## config.mk

```make
export PLATFORM = sky130hd
export DESIGN_NAME = riscv_mem_arbiter_flat
export DESIGN_NICKNAME = d
export VERILOG_FILES = /design/src/rtl/riscv_mem_arbiter_pkg.sv /design/src/rtl/riscv_mem_arbiter_if.sv /design/src/rtl/riscv_mem_arbiter_select.sv /design/src/rtl/riscv_mem_arbiter.sv /design/src/flat_wrapper.sv
export SDC_FILE = /design/constraint.sdc
export NUM_CORES = 1
export LEC_CHECK = 0
export ABC_AREA = 1
export CORE_AREA = 2 2 106 108
export CTS_CLUSTER_SIZE = 20
export DETAILED_ROUTE_END_ITERATION = 8
export DIE_AREA = 0 0 108 110
export PLACE_DENSITY_LB_ADDON = 0.15
export RECOVER_POWER = 50
export SKIP_CTS_REPAIR_TIMING = 1
export SLEW_MARGIN = 5
export SYNTH_ARGS = -nofsm -noshare
export SYNTH_HDL_FRONTEND = slang
export SYNTH_HIERARCHICAL = 1
export SYNTH_SLANG_ARGS = --single-unit
```

## constraint.sdc

```tcl
create_clock -name clk -period 3.2 [get_ports clk]
set_clock_uncertainty 0.2 [all_clocks]
set_input_delay 0.64 -clock clk [delete_from_list [all_inputs] [get_ports clk]]
set_output_delay 0.64 -clock clk [all_outputs]
set_load 0.01 [all_outputs]
```

## src/rtl/riscv_mem_arbiter_pkg.sv

```systemverilog
// -----------------------------------------------------------------------------
// riscv_arb_pkg
// Shared types for the instruction/data memory arbiter.
//   arb_state_e : arbiter FSM state (IDLE, WAIT)
//   arb_owner_e : which requester owns the access in flight (OWN_IF, OWN_LS)
//   ARB_LAT_W   : width of the memory latency counter
// -----------------------------------------------------------------------------
package riscv_arb_pkg;

   localparam int ARB_LAT_W = 3;

   typedef enum logic {
      IDLE = 1'b0,
      WAIT = 1'b1
   } arb_state_e;

   typedef enum logic {
      OWN_IF = 1'b0,
      OWN_LS = 1'b1
   } arb_owner_e;

endpackage

```

## src/rtl/riscv_mem_arbiter_if.sv

```systemverilog
// -----------------------------------------------------------------------------
// riscv_mem_arbiter_if
// Bundle of the fetch port, the load/store port and the memory command port.
//   master : arbiter view (drives grants, responses, memory command, busy)
//   slave  : environment view (drives requests and memory read data)
// Handshake: a requester raises req with its command and holds both stable
// until it sees gnt high in the same cycle; the matching rvalid arrives
// MEM_LAT cycles after that grant cycle and is never back-pressured.
// -----------------------------------------------------------------------------
interface riscv_mem_arbiter_if #(
   parameter int ADDR_W = 32,
   parameter int DATA_W = 32
);

   logic                  if_req;
   logic [ADDR_W-1:0]     if_addr;
   logic                  if_gnt;
   logic                  if_rvalid;
   logic [DATA_W-1:0]     if_rdata;

   logic                  ls_req;
   logic                  ls_we;
   logic [DATA_W/8-1:0]   ls_be;
   logic [ADDR_W-1:0]     ls_addr;
   logic [DATA_W-1:0]     ls_wdata;
   logic                  ls_gnt;
   logic                  ls_rvalid;
   logic [DATA_W-1:0]     ls_rdata;

   logic                  mem_en;
   logic                  mem_we;
   logic [DATA_W/8-1:0]   mem_be;
   logic [ADDR_W-1:0]     mem_addr;
   logic [DATA_W-1:0]     mem_wdata;
   logic [DATA_W-1:0]     mem_rdata;

   logic                  busy;

   modport master (
      input  if_req, if_addr,
      output if_gnt, if_rvalid, if_rdata,
      input  ls_req, ls_we, ls_be, ls_addr, ls_wdata,
      output ls_gnt, ls_rvalid, ls_rdata,
      output mem_en, mem_we, mem_be, mem_addr, mem_wdata,
      input  mem_rdata,
      output busy
   );

   modport slave (
      output if_req, if_addr,
      input  if_gnt, if_rvalid, if_rdata,
      output ls_req, ls_we, ls_be, ls_addr, ls_wdata,
      input  ls_gnt, ls_rvalid, ls_rdata,
      input  mem_en, mem_we, mem_be, mem_addr, mem_wdata,
      output mem_rdata,
      input  busy
   );

endinterface

```

## src/rtl/riscv_mem_arbiter_select.sv

```systemverilog
// -----------------------------------------------------------------------------
// riscv_arb_select
// Combinational winner selection between fetch and load/store.
//   if_req, ls_req : pending requests
//   starve_cnt     : consecutive load/store grants while fetch was waiting
//   window         : arbiter is able to issue a new access this cycle
//   sel_if, sel_ls : one-hot (or zero) winner
// -----------------------------------------------------------------------------
module riscv_arb_select #(
   parameter int STARVE_MAX = 4
) (
   input  logic       if_req,
   input  logic       ls_req,
   input  logic [3:0] starve_cnt,
   input  logic       window,
   output logic       sel_if,
   output logic       sel_ls
);

   logic starve_hit;

   // Load/store normally wins; once fetch has waited through STARVE_MAX
   // load/store grants it takes the next slot.
   assign starve_hit = if_req && (starve_cnt == 4'(STARVE_MAX));
   assign sel_ls     = window && ls_req && !starve_hit;
   assign sel_if     = window && if_req && !sel_ls;

endmodule

```

## src/rtl/riscv_mem_arbiter.sv

```systemverilog
// -----------------------------------------------------------------------------
// riscv_mem_arbiter
// Shares one single-port synchronous memory between instruction fetch and
// load/store. Each access is held for MEM_LAT cycles; the response cycle is
// also a grant window so MEM_LAT=1 sustains one access per cycle.
// Ports:
//   clk         : rising-edge clock
//   rst         : synchronous active-low reset
//   bus         : riscv_mem_arbiter_if.master (fetch, load/store, memory, busy)
//   dbg_state   : current FSM state
//   if_wait_cnt : fetch cycles spent requesting without grant (perf build)
//   ls_wait_cnt : load/store cycles spent requesting without grant (perf build)
// Build option: RISCV_ARB_PERF_EN adds the two saturating wait counters.
// -----------------------------------------------------------------------------
module riscv_mem_arbiter
   import riscv_arb_pkg::*;
#(
   parameter int ADDR_W     = 32,
   parameter int DATA_W     = 32,
   parameter int MEM_LAT    = 1,
   parameter int STARVE_MAX = 4
) (
   input  logic                  clk,
   input  logic                  rst,
   riscv_mem_arbiter_if.master   bus,
   output arb_state_e            dbg_state
`ifdef RISCV_ARB_PERF_EN
   ,
   output logic [31:0]           if_wait_cnt,
   output logic [31:0]           ls_wait_cnt
`endif
);

   arb_state_e             state, nxt_state;
   arb_owner_e             owner;
   logic                   owner_we;
   logic [ARB_LAT_W-1:0]   lat_cnt;
   logic [3:0]             starve_cnt;

   logic                   window, resp, grant;
   logic                   sel_if, sel_ls;
   logic [ADDR_W-1:0]      addr_sel;
   logic [DATA_W-1:0]      rdata_sel;

   // lat_cnt only reaches 1 in WAIT, but the state term keeps the intent clear.
   // Everything is gated with rst so outputs read zero during a reset cycle.
   assign resp   = rst && (state == WAIT) && (lat_cnt == ARB_LAT_W'(1));
   assign window = rst && ((state == IDLE) || resp);
   assign grant  = sel_if || sel_ls;

   riscv_arb_select #(
      .STARVE_MAX (STARVE_MAX)
   ) u_select (
      .if_req     (bus.if_req),
      .ls_req     (bus.ls_req),
      .starve_cnt (starve_cnt),
      .window     (window),
      .sel_if     (sel_if),
      .sel_ls     (sel_ls)
   );

   // State register
   always_ff @(posedge clk) begin
      if (!rst) state <= IDLE;
      else      state <= nxt_state;
   end

   // Next-state logic
   always_comb begin
      nxt_state = state;
      case (state)
         IDLE: if (grant) nxt_state = WAIT;
         WAIT: begin
            if (grant)        nxt_state = WAIT;
            else if (resp)    nxt_state = IDLE;
         end
         default: nxt_state = IDLE;
      endcase
   end

   // Access bookkeeping: owner, store flag, latency and starvation counters
   always_ff @(posedge clk) begin
      if (!rst) begin
         owner      <= OWN_IF;
         owner_we   <= 1'b0;
         lat_cnt    <= '0;
         starve_cnt <= '0;
      end else begin
         if (grant) begin
            owner    <= sel_ls ? OWN_LS : OWN_IF;
            owner_we <= sel_ls && bus.ls_we;
            lat_cnt  <= ARB_LAT_W'(MEM_LAT);
         end else if (state == WAIT) begin
            lat_cnt  <= lat_cnt - ARB_LAT_W'(1);
         end

         if (!bus.if_req || sel_if)
            starve_cnt <= '0;
         else if (sel_ls && (starve_cnt != 4'(STARVE_MAX)))
            starve_cnt <= starve_cnt + 4'd1;
      end
   end

   // Output logic
   always_comb begin
      addr_sel      = '0;
      rdata_sel     = '0;
      bus.if_gnt    = sel_if;
      bus.ls_gnt    = sel_ls;
      bus.mem_en    = grant;
      bus.mem_we    = 1'b0;
      bus.mem_be    = '0;
      bus.mem_wdata = '0;
      bus.if_rvalid = 1'b0;
      bus.if_rdata  = '0;
      bus.ls_rvalid = 1'b0;
      bus.ls_rdata  = '0;
      bus.busy      = rst && (state == WAIT);

      if (sel_ls) begin
         addr_sel      = bus.ls_addr;
         bus.mem_we    = bus.ls_we;
         bus.mem_be    = bus.ls_be;
         bus.mem_wdata = bus.ls_wdata;
      end else if (sel_if) begin
         addr_sel      = bus.if_addr;
      end
      bus.mem_addr = addr_sel;

      if (resp) begin
         rdata_sel = bus.mem_rdata;
         if (owner == OWN_IF) begin
            bus.if_rvalid = 1'b1;
            bus.if_rdata  = rdata_sel;
         end else begin
            bus.ls_rvalid = 1'b1;
            bus.ls_rdata  = owner_we ? '0 : rdata_sel;
         end
      end
   end

   assign dbg_state = state;

`ifdef RISCV_ARB_PERF_EN
   always_ff @(posedge clk) begin
      if (!rst) begin
         if_wait_cnt <= '0;
         ls_wait_cnt <= '0;
      end else begin
         if (bus.if_req && !sel_if && (if_wait_cnt != 32'hFFFF_FFFF))
            if_wait_cnt <= if_wait_cnt + 32'd1;
         if (bus.ls_req && !sel_ls && (ls_wait_cnt != 32'hFFFF_FFFF))
            ls_wait_cnt <= ls_wait_cnt + 32'd1;
      end
   end
`endif

endmodule

```

## src/flat_wrapper.sv

```systemverilog
// flat-port wrapper written by rule: the top's interface ports become plain ports
module riscv_mem_arbiter_flat import riscv_arb_pkg::*;
#(
   parameter int ADDR_W     = 32,
   parameter int DATA_W     = 32,
   parameter int MEM_LAT    = 1,
   parameter int STARVE_MAX = 4
)
  (clk, rst, dbg_state, bus_if_req, bus_if_addr, bus_if_gnt, bus_if_rvalid, bus_if_rdata, bus_ls_req, bus_ls_we, bus_ls_be, bus_ls_addr, bus_ls_wdata, bus_ls_gnt, bus_ls_rvalid, bus_ls_rdata, bus_mem_en, bus_mem_we, bus_mem_be, bus_mem_addr, bus_mem_wdata, bus_mem_rdata, bus_busy);
  riscv_mem_arbiter_if #(.ADDR_W(ADDR_W), .DATA_W(DATA_W)) bus_i ();
  input  logic clk;
  input  logic rst;
  output arb_state_e dbg_state;
  input wire logic [$bits(bus_i.if_req)-1:0] bus_if_req;
  input wire logic [$bits(bus_i.if_addr)-1:0] bus_if_addr;
  output wire logic [$bits(bus_i.if_gnt)-1:0] bus_if_gnt;
  output wire logic [$bits(bus_i.if_rvalid)-1:0] bus_if_rvalid;
  output wire logic [$bits(bus_i.if_rdata)-1:0] bus_if_rdata;
  input wire logic [$bits(bus_i.ls_req)-1:0] bus_ls_req;
  input wire logic [$bits(bus_i.ls_we)-1:0] bus_ls_we;
  input wire logic [$bits(bus_i.ls_be)-1:0] bus_ls_be;
  input wire logic [$bits(bus_i.ls_addr)-1:0] bus_ls_addr;
  input wire logic [$bits(bus_i.ls_wdata)-1:0] bus_ls_wdata;
  output wire logic [$bits(bus_i.ls_gnt)-1:0] bus_ls_gnt;
  output wire logic [$bits(bus_i.ls_rvalid)-1:0] bus_ls_rvalid;
  output wire logic [$bits(bus_i.ls_rdata)-1:0] bus_ls_rdata;
  output wire logic [$bits(bus_i.mem_en)-1:0] bus_mem_en;
  output wire logic [$bits(bus_i.mem_we)-1:0] bus_mem_we;
  output wire logic [$bits(bus_i.mem_be)-1:0] bus_mem_be;
  output wire logic [$bits(bus_i.mem_addr)-1:0] bus_mem_addr;
  output wire logic [$bits(bus_i.mem_wdata)-1:0] bus_mem_wdata;
  input wire logic [$bits(bus_i.mem_rdata)-1:0] bus_mem_rdata;
  output wire logic [$bits(bus_i.busy)-1:0] bus_busy;
  assign bus_i.if_req = bus_if_req;
  assign bus_i.if_addr = bus_if_addr;
  assign bus_if_gnt = bus_i.if_gnt;
  assign bus_if_rvalid = bus_i.if_rvalid;
  assign bus_if_rdata = bus_i.if_rdata;
  assign bus_i.ls_req = bus_ls_req;
  assign bus_i.ls_we = bus_ls_we;
  assign bus_i.ls_be = bus_ls_be;
  assign bus_i.ls_addr = bus_ls_addr;
  assign bus_i.ls_wdata = bus_ls_wdata;
  assign bus_ls_gnt = bus_i.ls_gnt;
  assign bus_ls_rvalid = bus_i.ls_rvalid;
  assign bus_ls_rdata = bus_i.ls_rdata;
  assign bus_mem_en = bus_i.mem_en;
  assign bus_mem_we = bus_i.mem_we;
  assign bus_mem_be = bus_i.mem_be;
  assign bus_mem_addr = bus_i.mem_addr;
  assign bus_mem_wdata = bus_i.mem_wdata;
  assign bus_i.mem_rdata = bus_mem_rdata;
  assign bus_busy = bus_i.busy;
  riscv_mem_arbiter #(.ADDR_W(ADDR_W), .DATA_W(DATA_W), .MEM_LAT(MEM_LAT), .STARVE_MAX(STARVE_MAX)) u_core (.clk(clk), .rst(rst), .bus(bus_i), .dbg_state(dbg_state));
endmodule
```

==> run summary <==
STATUS
---------------------------------------------------------------------------------
Status                                                                  completed

WORST SETUP PATH
---------------------------------------------------------------------------------
Critical path capture point type                                      output port
Arr. time, crit path                                                      2190 ps
Required time worst endpoint                                              2360 ps
Crit path largest cell delay                                               170 ps
R2R Path End                                                         u_core/starve_cnt[0]$_SDFFE_PP0P_
Largest driver fanout on the critical path                                     11
Critical Path Source Type                                              input port
Standard cell with the maximum stage delay on the critical path      sky130_fd_sc_hd__a31oi_4
Cell repeated most along the worst path                              sky130_fd_sc_hd__nand2_1
Crit Path Category                                                         in2out
Startpoint of the worst register-to-register path                    u_core/lat_cnt[1]$_SDFFE_PP0P_
Reg-to-reg slack, setup                                                    870 ps
Cell class contributing the biggest share of worst-path delay        buffers and inverters
Cells along the critical path                                        dlymetal6s2s_1 > nand2_1 > inv_2 > nand3_4 > a21oi_4 > nand2_2 > a31oi_4 > buf_12 > buf_4 > buf_4 > buf_6 > nand2_1 > nand2_1 > dlymetal6s2s_1
Depth of the worst register-to-register path                                   12
Crit path buf inv count                                                         7

STA
---------------------------------------------------------------------------------
Slack of the critical path                                                 166 ps
RSZ-0062 raised after global routing                                        false
Final Hold Violating Endpoints                                                  0
Maximum operating frequency                                               330 MHz
Min Clock Period, post-route                                              3030 ps
Worst hold slack                                                           327 ps
Period utilisation layout                                                   94.8%
Final setup violation count                                                     0
Final count of pins violating max slew                                          0
Worst slew margin relative to its limit                                     76.4%
Transition time at the pin with the least slew margin                      354 ps
Setup TNS Final                                                              0 ps

SYNTHESIS
---------------------------------------------------------------------------------
Share of the yosys chip area belonging to registers                         11.0%
Flip-flop and latch count after synthesis                                      10
Area of the mapped netlist                                           0.00182 sq mm
Syn_nets                                                                      518
Instance count of the mapped netlist                                          377
Yosys warning count                                                             6
Synthesized area divided by synthesized cell count                     4.82 sq um
Unique cell type count in the Yosys netlist                                    25

CLOCKING
---------------------------------------------------------------------------------
Depth of the CTS H-tree                                                         1
Register clock-pin slew on the reported worst setup and hold paths          50 ps
Later-pin clock latency in the skew report                                 240 ps
Clock root buffer                                                    sky130_fd_sc_hd__clkbuf_8
Clk sink count                                                                 10
Max clock buf depth                                                             2
TritonCTS clock tree                                                          yes
CTS buffer count                                                                3

POWER AND IR DROP
---------------------------------------------------------------------------------
Power per Cell Area                                                   161 mW/mm^2
Worst vdd rail ir drop                                                     105 uV
Static Leakage                                                            3.20 nW
Total power consumption of the routed design                             0.827 mW

DRT
---------------------------------------------------------------------------------
Post-DR wirelength/cell                                                   13.1 um
Mean number of vias per cell                                                 4.12
First-iteration detailed-routing DRC count                                    184
Number of vias after detailed routing                                        3289
Final WL                                                                 10500 um
Residual DRC count                                                              0
Post-detailed-route count of antenna-violating nets                             0
Detailed Routing Iterations Pass 1                                              4

CELLS AND AREA
---------------------------------------------------------------------------------
Fraction of layout cells with a size suffix above 1                         8.05%
Most frequent cells in the layout                                    189 x sky130_fd_sc_hd__clkdlybuf4s50_1, 113 x sky130_fd_sc_hd__nand2_1, 90 x sky130_fd_sc_hd__inv_1, 40 x sky130_fd_sc_hd__dlymetal6s2s_1
Layout-stage area growth over the synthesis result                           183%
Number of fill cells in the layout                                           1079
Post-layout nets                                                              800
Antenna diode instance count                                                    0
Most common library cell in the layout ignoring fill and taps        sky130_fd_sc_hd__clkdlybuf4s50_1

FLOORPLAN
---------------------------------------------------------------------------------
Full die area                                                        0.0119 sq mm
Die height                                                                 110 um
FP Rows                                                                        38
Initial core utilization                                                    17.0%
I/O pins                                                                      277
Die extent in x                                                            108 um
Core ar.                                                             0.0107 sq mm

JOB
---------------------------------------------------------------------------------
Max Cap Viol                                                                    0

PLACED DESIGN
---------------------------------------------------------------------------------
HPWL reported at the end of detailed placement                            8390 um
Final weighted congestion of routability-driven global placement            0.771
Pre-CTS setup slack                                                       -534 ps
Port buffer count                                                             276

WORST HOLD PATH
---------------------------------------------------------------------------------
End point of the most critical hold path                             u_core/owner_we$_SDFFE_PN0P_
Min-Delay Startpoint                                                 u_core/owner_we$_SDFFE_PN0P_
Min-Delay Path Depth                                                            2
Hold WC Path Type                                                         reg2reg

GLOBAL ROUTE
---------------------------------------------------------------------------------
Global route overflow                                                           0
Initial antenna violation count                                                 0
Total routing usage reported by global routing                              14.9%
Maximum number of pins on one net before global-route repair                   45
Wire length of the first global-routing pass                             14200 um
Vias in the first global route                                               3024

per-layer routing:
layer,global-route usage [%],up-vias,share of wire (%),wire length [um]
li1,-,1674,-,-
met1,15.2,1427,36,3790
met2,29.2,177,52,5430
met3,4.88,11,11,1140
met4,3.39,0,1.3,136
met5,0,-,0,0
how the worst max path moves through the flow:
stage	slack, ps	start	end	cells after the start
floorplan	30	rst	bus_mem_addr[10]	12
global placement	-510	rst	bus_mem_wdata[20]	11
detailed placement	-530	rst	bus_mem_wdata[21]	11
CTS	-540	rst	bus_mem_wdata[20]	11
global route	40	rst	bus_mem_wdata[12]	14
finish	170	rst	bus_mem_addr[14]	14
cells by family (layout without fill, tap and decap cells):
group	after synthesis	count (layout)	synth area share (%)
simple gates	232	232	56.4
buf+inv	117	398	25.6
compound gates	14	14	4.27
flops	10	10	11.0
fa+ha+maj	4	4	2.76
state kept, by name, summed over array words and instances, names as in the netlist:
signal and flops:
u_core/owner 1, u_core/dbg_state 1, u_core/owner_we 1, u_core/starve_cnt 4, u_core/lat_cnt 3
final cells by class:
class | count | area (sq um) | area share [%]
repair buffers | 302 | 3170 | 61.7
inverters | 92 | 345 | 6.73
multi-input cells | 250 | 1190 | 23.1
clock buffers | 4 | 55.1 | 1.07
flip-flops and latches | 10 | 200 | 3.90
well taps | 140 | 175 | 3.41
power breakdown:
group	total (mW)	switching [mW]	internal, mW
Clock	0.166	0.0570	0.109
Sequential	0.137	0.00451	0.132
Combinational	0.525	0.216	0.309
Total	0.827	0.278	0.550
tightest hold or removal path: stages (launching register included):
cell,delay (ps)
sky130_fd_sc_hd__dfxtp_1,300
sky130_fd_sc_hd__inv_1,70
sky130_fd_sc_hd__o22ai_1,120
cells in the mapped netlist:
cell | number | area, sq um
sky130_fd_sc_hd__clkbuf_1 | 16 | 60.1
sky130_fd_sc_hd__nor3_1 | 32 | 160
sky130_fd_sc_hd__inv_1 | 90 | 338
sky130_fd_sc_hd__nor2_4 | 1 | 11.3
sky130_fd_sc_hd__buf_1 | 4 | 15.0
sky130_fd_sc_hd__o22ai_1 | 2 | 12.5
sky130_fd_sc_hd__buf_2 | 2 | 10.0
sky130_fd_sc_hd__a21oi_2 | 1 | 8.76
sky130_fd_sc_hd__buf_6 | 3 | 33.8
sky130_fd_sc_hd__nor2_2 | 12 | 75.1
sky130_fd_sc_hd__nor2_1 | 34 | 128
sky130_fd_sc_hd__nand4_1 | 1 | 6.26
sky130_fd_sc_hd__nand3_4 | 1 | 17.5
sky130_fd_sc_hd__ha_1 | 4 | 50.1
sky130_fd_sc_hd__nand2_1 | 114 | 428
sky130_fd_sc_hd__a31oi_1 | 1 | 6.26
sky130_fd_sc_hd__clkinv_1 | 1 | 3.75
sky130_fd_sc_hd__inv_2 | 1 | 3.75
sky130_fd_sc_hd__dfxtp_1 | 10 | 200
sky130_fd_sc_hd__a21oi_1 | 3 | 15.0
sky130_fd_sc_hd__nand3_1 | 34 | 170
sky130_fd_sc_hd__nand3_2 | 1 | 10.0
sky130_fd_sc_hd__or2_2 | 1 | 6.26
sky130_fd_sc_hd__o21ai_0 | 7 | 35.0
sky130_fd_sc_hd__nand2_4 | 1 | 11.3
through the flow:
stage / utilization (%) / cell area [sq um] / cells
after global placement: 45.5 / 4870 / 786
after global routing: 48.0 / 5130 / 798
after detailed placement: 45.5 / 4870 / 786
after floorplan: - / 1820 / 377
after CTS: 46.0 / 4920 / 790
final: 48.0 / 5130 / 798
No activity file was read; power rests on OpenSTA's default activity.
